### config.mk
export PLATFORM = sky130hd
export DESIGN_NAME = fetch_unit
export DESIGN_NICKNAME = d
export VERILOG_FILES = /design/src/rtl/fetch_unit.sv
export SDC_FILE = /design/constraint.sdc
export NUM_CORES = 1
export LEC_CHECK = 0
export ABC_AREA = 1
export BUFFER_PORTS_ARGS = -buffer_cell sky130_fd_sc_hd__buf_2
export CAP_MARGIN = 20
export CORE_MARGIN = 2
export CORE_UTILIZATION = 60
export CTS_BUF_LIST = sky130_fd_sc_hd__clkbuf_16
export CTS_CLUSTER_SIZE = 12
export DETAILED_ROUTE_END_ITERATION = 8
export PLACE_DENSITY = 0.95
export SLEW_MARGIN = 20
export SYNTH_ARGS = -nofsm -noshare
export SYNTH_HDL_FRONTEND = slang
export SYNTH_SLANG_ARGS = --single-unit
export TNS_END_PERCENT = 30
### constraint.sdc
create_clock -name clk -period 5.9 [get_ports clk]
set_input_delay 1.18 -clock clk [delete_from_list [all_inputs] [get_ports clk]]
set_output_delay 1.18 -clock clk [all_outputs]
set_load 0.01 [all_outputs]
### src/rtl/fetch_unit.sv
// Instruction fetch unit: issues word reads on the instruction bus and buffers tagged responses for Decode.
// Optional build macro FETCH_MISALIGN_CHECK_EN reports misaligned redirect targets instead of silently aligning them.
module fetch_unit #(
    parameter logic [31:0] RESET_ADDR = 32'h0000_0000,
    parameter int          FIFO_DEPTH = 2
) (
    input  logic        clk,
    input  logic        rst,
    output logic        ibus_rd_en,
    output logic [31:0] ibus_addr,
    input  logic [31:0] ibus_rd_data,
    input  logic        ibus_inst_access_fault,
    input  logic        redirect,
    input  logic [31:0] redirect_addr,
    output logic        inst_valid,
    input  logic        inst_ready,
    output logic [31:0] inst,
    output logic [31:0] inst_pc,
    output logic        inst_fault,
    output logic        inst_misaligned
);

    typedef struct packed {
        logic [31:0] inst;
        logic [31:0] pc;
        logic        fault;
        logic        mis;
    } entry_t;

    logic [31:0] r_pc;
    logic [31:0] r_reqPc;
    logic        r_reqFault;
    logic        r_inflight;
    logic        r_halted;
    logic [1:0]  r_count;
    entry_t      r_entry0;
    entry_t      r_entry1;

    logic        w_pop;
    logic        w_issue;
    logic        w_push;
    logic [2:0]  w_occupancy;
    logic [1:0]  w_writeIdx;
    logic [31:0] w_redirectPc;
    entry_t      w_pushEntry;

`ifdef FETCH_MISALIGN_CHECK_EN
    logic        r_misPending;
    logic        w_misaligned;
`endif

    // Occupancy counts the word still on the bus so a new request can never overflow the buffer.
    always_comb begin
        w_pop       = (r_count != 2'd0) && inst_ready;
        w_occupancy = {1'b0, r_count} + {2'b00, r_inflight} - {2'b00, w_pop};
        w_issue     = !rst && !redirect && !r_halted && (w_occupancy < 3'(FIFO_DEPTH));
        w_writeIdx  = r_count - {1'b0, w_pop};
        w_pushEntry.inst  = r_reqFault ? 32'h0 : ibus_rd_data;
        w_pushEntry.pc    = r_reqPc;
        w_pushEntry.fault = r_reqFault;
        w_pushEntry.mis   = 1'b0;
`ifdef FETCH_MISALIGN_CHECK_EN
        w_misaligned = (redirect_addr[1:0] != 2'b00);
        w_redirectPc = redirect_addr;
        w_push       = r_inflight || r_misPending;
        if (r_misPending) begin
            w_pushEntry.inst  = 32'h0;
            w_pushEntry.pc    = r_pc;
            w_pushEntry.fault = 1'b0;
            w_pushEntry.mis   = 1'b1;
        end
`else
        w_redirectPc = redirect_addr & 32'hFFFF_FFFC;
        w_push       = r_inflight;
`endif
    end

    always_ff @(posedge clk) begin
        if (rst) begin
            r_pc       <= RESET_ADDR;
            r_reqPc    <= 32'h0;
            r_reqFault <= 1'b0;
            r_inflight <= 1'b0;
            r_halted   <= 1'b0;
            r_count    <= 2'd0;
            r_entry0   <= '0;
            r_entry1   <= '0;
`ifdef FETCH_MISALIGN_CHECK_EN
            r_misPending <= 1'b0;
`endif
        end else if (redirect) begin
            // The response for last cycle's request, if any, is dropped by clearing inflight.
            r_count    <= 2'd0;
            r_inflight <= 1'b0;
            r_pc       <= w_redirectPc;
`ifdef FETCH_MISALIGN_CHECK_EN
            r_halted     <= w_misaligned;
            r_misPending <= w_misaligned;
`else
            r_halted   <= 1'b0;
`endif
        end else begin
            if (w_pop) begin
                r_entry0 <= r_entry1;
            end
            if (w_push) begin
                if (w_writeIdx == 2'd0) begin
                    r_entry0 <= w_pushEntry;
                end else begin
                    r_entry1 <= w_pushEntry;
                end
            end
            r_count    <= w_writeIdx + {1'b0, w_push};
            r_inflight <= w_issue;
`ifdef FETCH_MISALIGN_CHECK_EN
            r_misPending <= 1'b0;
`endif
            if (w_issue) begin
                r_pc       <= r_pc + 32'd4;
                r_reqPc    <= r_pc;
                r_reqFault <= ibus_inst_access_fault;
                if (ibus_inst_access_fault) begin
                    r_halted <= 1'b1;
                end
            end
        end
    end

    always_comb begin
        ibus_rd_en      = w_issue;
`ifdef FETCH_MISALIGN_CHECK_EN
        ibus_addr       = {r_pc[31:2], 2'b00};
`else
        ibus_addr       = r_pc;
`endif
        inst_valid      = (r_count != 2'd0);
        inst            = inst_valid ? r_entry0.inst : 32'h0;
        inst_pc         = inst_valid ? r_entry0.pc : 32'h0;
        inst_fault      = inst_valid && r_entry0.fault;
        inst_misaligned = inst_valid && r_entry0.mis;
    end

endmodule

After elaboration in Yosys (flattened, before gate mapping):

Cells that the tools add are included.

* bits in registers: 200
* bits in latches: 0
* bits in writable memories: 0
* memory bits (read-only): 0
* input bits: 69
* output and inout bits: 100
* word-level logic and storage cells: 46
* memories kept: 0

* add/subtract/negate cells: 5
* multipliers: 0
* div/mod/pow operators: 0
* $lt $le $gt $ge: 1
* eq/ne operators: 0
* shifts and indexed selects: 0
* multiplexer cells: 8
* bitwise gates (word level): 2
* reduce and logical (&&, ||, !) cells: 16

Operators by type and width (count)
* 66-bit 2-to-1 mux: 3
* 32-bit 2-to-1 mux: 5
* 32-bit by 3-bit adder with 32-bit output (second input constant): 1
* 1-bit logical AND: 6
* 2-bit AND reduction: 2
* 2-bit nonzero test: 2
* 2-bit by 1-bit adder with 3-bit output: 1
* 1-bit zero test: 3
* 3-bit by 2-bit < comparator with 1-bit output (second input constant): 1
* 3-bit AND reduction: 1
* 3-bit by 1-bit subtractor with 3-bit output: 1
* 2-bit by 1-bit adder with 2-bit output: 1
* 2-bit zero test: 1
* 1-bit NOT: 2
* 2-bit OR reduction: 1
* 2-bit by 1-bit subtractor with 2-bit output: 1

Longest topological paths before layout:

* depth in word-level cells: 7
* gate-level depth with buffers: 16
* depth with buffers taken out: 15

Least setup slack after synthesis:

OpenSTA, ideal clock, no wires.

* path type: in2out
* from: input inst_ready
* to: output ibus_rd_en
* data arrival time: 2.652 ns
* data required time: 4.720 ns
* path slack: 2.068 ns
* cell stages on the path: 11
* path buffers: 1
* cell sequence: inv_1 nor2_1 nand2_2 nand2_1 nand2_1 fa_1 inv_1 nor2_1 nand4_1 inv_1 buf_2

* cells in the longest elaborated chain, start to end: 4

RTL lines
* from (decl): line 16 `input logic inst_ready,`
* 1-bit logical AND: line 54 `w_pop = (r_count != 2'd0) && inst_ready;`
* 3-bit by 1-bit subtractor with 3-bit output: line 55 `w_occupancy = {1'b0, r_count} + {2'b00, r_inflight} - {2'b00, w_pop};`
* 3-bit by 2-bit < comparator with 1-bit output: line 56 `w_issue = !rst && !redirect && !r_halted && (w_occupancy < 3'(FIFO_DEPTH));`
* 1-bit logical AND: line 56
* to (decl): line 9 `output logic ibus_rd_en,`

Every way passes these cells.

Final worst setup path:

* from: register r_count[1]
* to: output ibus_rd_en

* cells in the longest elaborated chain, start to end: 5
* elaborated cells on any way between the ends: 6
* those cells by class: add/sub (2); order compare (1); reduce/logical (3)

RTL lines
* from (decl): line 35 `logic [1:0] r_count;`
* from (signal assigned): line 113 `r_count <= w_writeIdx + {1'b0, w_push};`
* parallel branches: the longest is 2 deep, another holds 2-bit by 1-bit adder with 3-bit output
* 3-bit by 1-bit subtractor with 3-bit output *: line 55
* 3-bit by 2-bit < comparator with 1-bit output *: line 56
* 1-bit logical AND *: line 56

Mark *: on every way between the ends.

==> results.tsv <==
metric	value	unit
status	completed	
Final nets	1595	
Setup Viol. Count Final	0	
CTS clk-pin slew, worst paths	0.07	ns
hold slack	0.4607	ns
starting density of the core	60.79	%
register area share after synthesis	42.50	%
leading cell types by total area after synthesis	dfxtp_1 42%, nand2_1 15%, nor2_1 10%, o21ai_0 8.1%, inv_1 6.6%	
port bufs	164	
core outline area	15030	sq um
# rows	45	
post-synthesis mux area share	0	%
#FFs+latches synth	194	
DR DRC count	0	
crit share post-route	72.89	%
share of cells above drive strength 1	13.69	%
Synth top area share	42.50	%
min cycle time layout	4.300	ns
post_cts resized	0	
worst skew pair latency	0.43	ns
RSZ-0062 raised after global routing	false	
drt pass-1 iters	7	
ys async rst share	0	%
die height	127.4	microns
post-DP HPWL	14060	microns
worst slack, placed	1.570	ns
main combinational cell family by area after synthesis	simple AND/OR/NAND/NOR gates	
post-synthesis to final-layout area growth	14.29	%
Hold Path Origin	r_entry0[2]$_SDFFE_PP0N_	
Tot GR Track Use	26.77	%
Post-Syn Area	9139	sq um
Mean Syn Cell Area	6.454	sq um
Crit Path Max Fanout	69	
Cell Pwr Density	275.1	nW/um^2
Final Slew Violations	0	
H-tree depth	4	
CP startpoint kind	flop	
GP Congestion	0.9241	
Synth area leader	dfxtp_1	
die area	16230	sq um
Post-synth EDFFs	0	
CTS buffer count	17	
CTS tree	yes	
vias per inst	5.266	
Final WS setup	1.600	ns
CP Capture Type	output pin	
worst vdd ir	0.2305	mV
I/O pin count	169	
Simple-Gate Fraction of Synth Area	30.20	%
setup_tns	0	ns
Synth Area in XOR/XNOR	0.5750	%
DIE WIDTH	127.4	microns
Peak Freq	232.5	MHz
Initial DRC Count	754	
Data required, critical path	4.72	ns
RR Startpoint	r_count[1]$_SDFF_PP0_	
Antenna Cells	0	
post-synthesis adder-cell area fraction	0.6298	%
first-pass GRT wire length	35870	microns
Synth Area in Compound Gates	15.03	%
CTS max path bufs	2	
hold crit path type	reg2reg	
Root Driver	clkbuf_16	
DR WL/cell	12.81	microns
post-cts hold buffer count	0	
overflow left after global routing	0	
total clock sinks	194	
Pleak	5.107	nW
CP Data Arrival Time	3.12	ns
routed vias	9068	
initial antenna violation count	0	
Yosys warning count	0	
WS Path Type	reg2out	
Cell variety after synth	31	
clk_skew	0.01383	ns
post-synthesis instance total	1416	
postcts setup bufs	0	
pin count of the biggest net entering global routing	127	
critical path launch point	r_count[1]$_SDFF_PP0_	
relative slew slack	28.87	%
worst slew pin tran	1.060	ns
top_reg_cell synth	dfxtp_1	
vias in the first global route	7906	
Routed Antenna Nets	0	
Final Hold Viols	0	
routed wire length	22050	microns
max-cap viol count	0	
Pwr Total	2.874	mW
## final timing paths
check | slack, ns | depth (start not counted) | end
hold / removal | 0.46 | 2 | r_entry0[2]$_SDFFE_PP0N_
setup / recovery | 1.60 | 12 | ibus_rd_en
setup reg to reg | 1.89 | 17 | ibus_addr[19]$_SDFFE_PP0P_
hold reg to reg | 0.46 | 2 | r_entry0[2]$_SDFFE_PP0N_
## cells in the final DEF, fill, tap and decap left out, types with 10 or more instances in the layout
cell       synthesis  layout
inv_1            161     164
buf_2             31     164
nand4_1           13      13
o21ai_0          147     147
dfxtp_1          194     194
nand3_1           48      48
clkbuf_16          0      17
nand2_1          365     365
buf_4              3      10
a21oi_1           89      89
a211oi_1          17      17
nor3_1            10      10
nor2_1           252     252
## layer usage
| layer | up-vias | part of all wire [%] | global-route usage [%] |
|---|---|---|---|
| met4 | 0 | 1.9 | 9.890 |
| met2 | 358 | 47 | 43.28 |
| met1 | 4040 | 45 | 35.61 |
| met5 | - | 0 | 0 |
| met3 | 39 | 6.7 | 5.360 |
| li1 | 4631 | - | - |
## cell families (layout without fill, tap and decap cells)
| group | Yosys count | in the layout |
|---|---|---|
| DFF | 194 | 194 |
| and+or+nand+nor | 696 | 696 |
| adders and majority gates | 4 | 4 |
| AOI/OAI and AO/OA | 262 | 262 |
| xor gates and xnor gates | 6 | 6 |
| other | 1 | 2 |
| buffers and inverters | 253 | 370 |
## cells in the mapped netlist, types with 3 or more instances
cell type and number:
xor2_1 4, dfxtp_1 194, a21oi_1 89, nand3_1 48, a211oi_1 17, inv_1 161, buf_2 31, o21ai_0 147
nand4_1 13, o211ai_1 4, buf_4 3, a31oi_1 3, buf_1 4, nor2_1 252, clkbuf_1 50, nor3_1 10
nand2_1 365, ha_1 3
## stage by stage
step	area, sq um	std cells	util (%)
after floorplan	9143	1417	-
after global placement	9889	1690	65.78
after detailed placement	9889	1690	65.78
after CTS	10420	1721	69.30
after global routing	10450	1722	69.48
final	10450	1722	69.48
## power by group
group / switching, mW / internal [mW]
logic: 0.269 / 0.132
registers: 0.0434 / 1.39
clock network: 0.474 / 0.569
total: 0.786 / 2.09
## worst max-delay path: stages (launching register included)
cell     delay, ns
dfxtp_1       0.37
nor2_4        0.10
buf_4         0.58
nor2_1        0.13
nand2_2       0.17
inv_1         0.08
fa_1          0.51
inv_1         0.05
nor2_1        0.07
nand4_1       0.11
inv_1         0.07
buf_4         0.26
buf_2         0.19
## cell type report
type                    count  area [sq um]
repair buffers            175         923.4
well taps                 188         235.2
inverters                 164         618.1
flip-flops and latches    194          3884
multi-input cells         970          4257
fillers                  1235          4588
clock inverters            14         102.6
clock buffers              17         425.4
## state kept, by name (all words and copies together), names as in the netlist
| name | flops |
|---|---|
| r_reqPc | 30 |
| r_halted | 1 |
| ibus_addr | 30 |
| r_count | 2 |
| r_entry1 | 63 |
| r_entry0 | 66 |
| r_reqFault | 1 |
| r_inflight | 1 |
(Power assumes the default switching activity.)
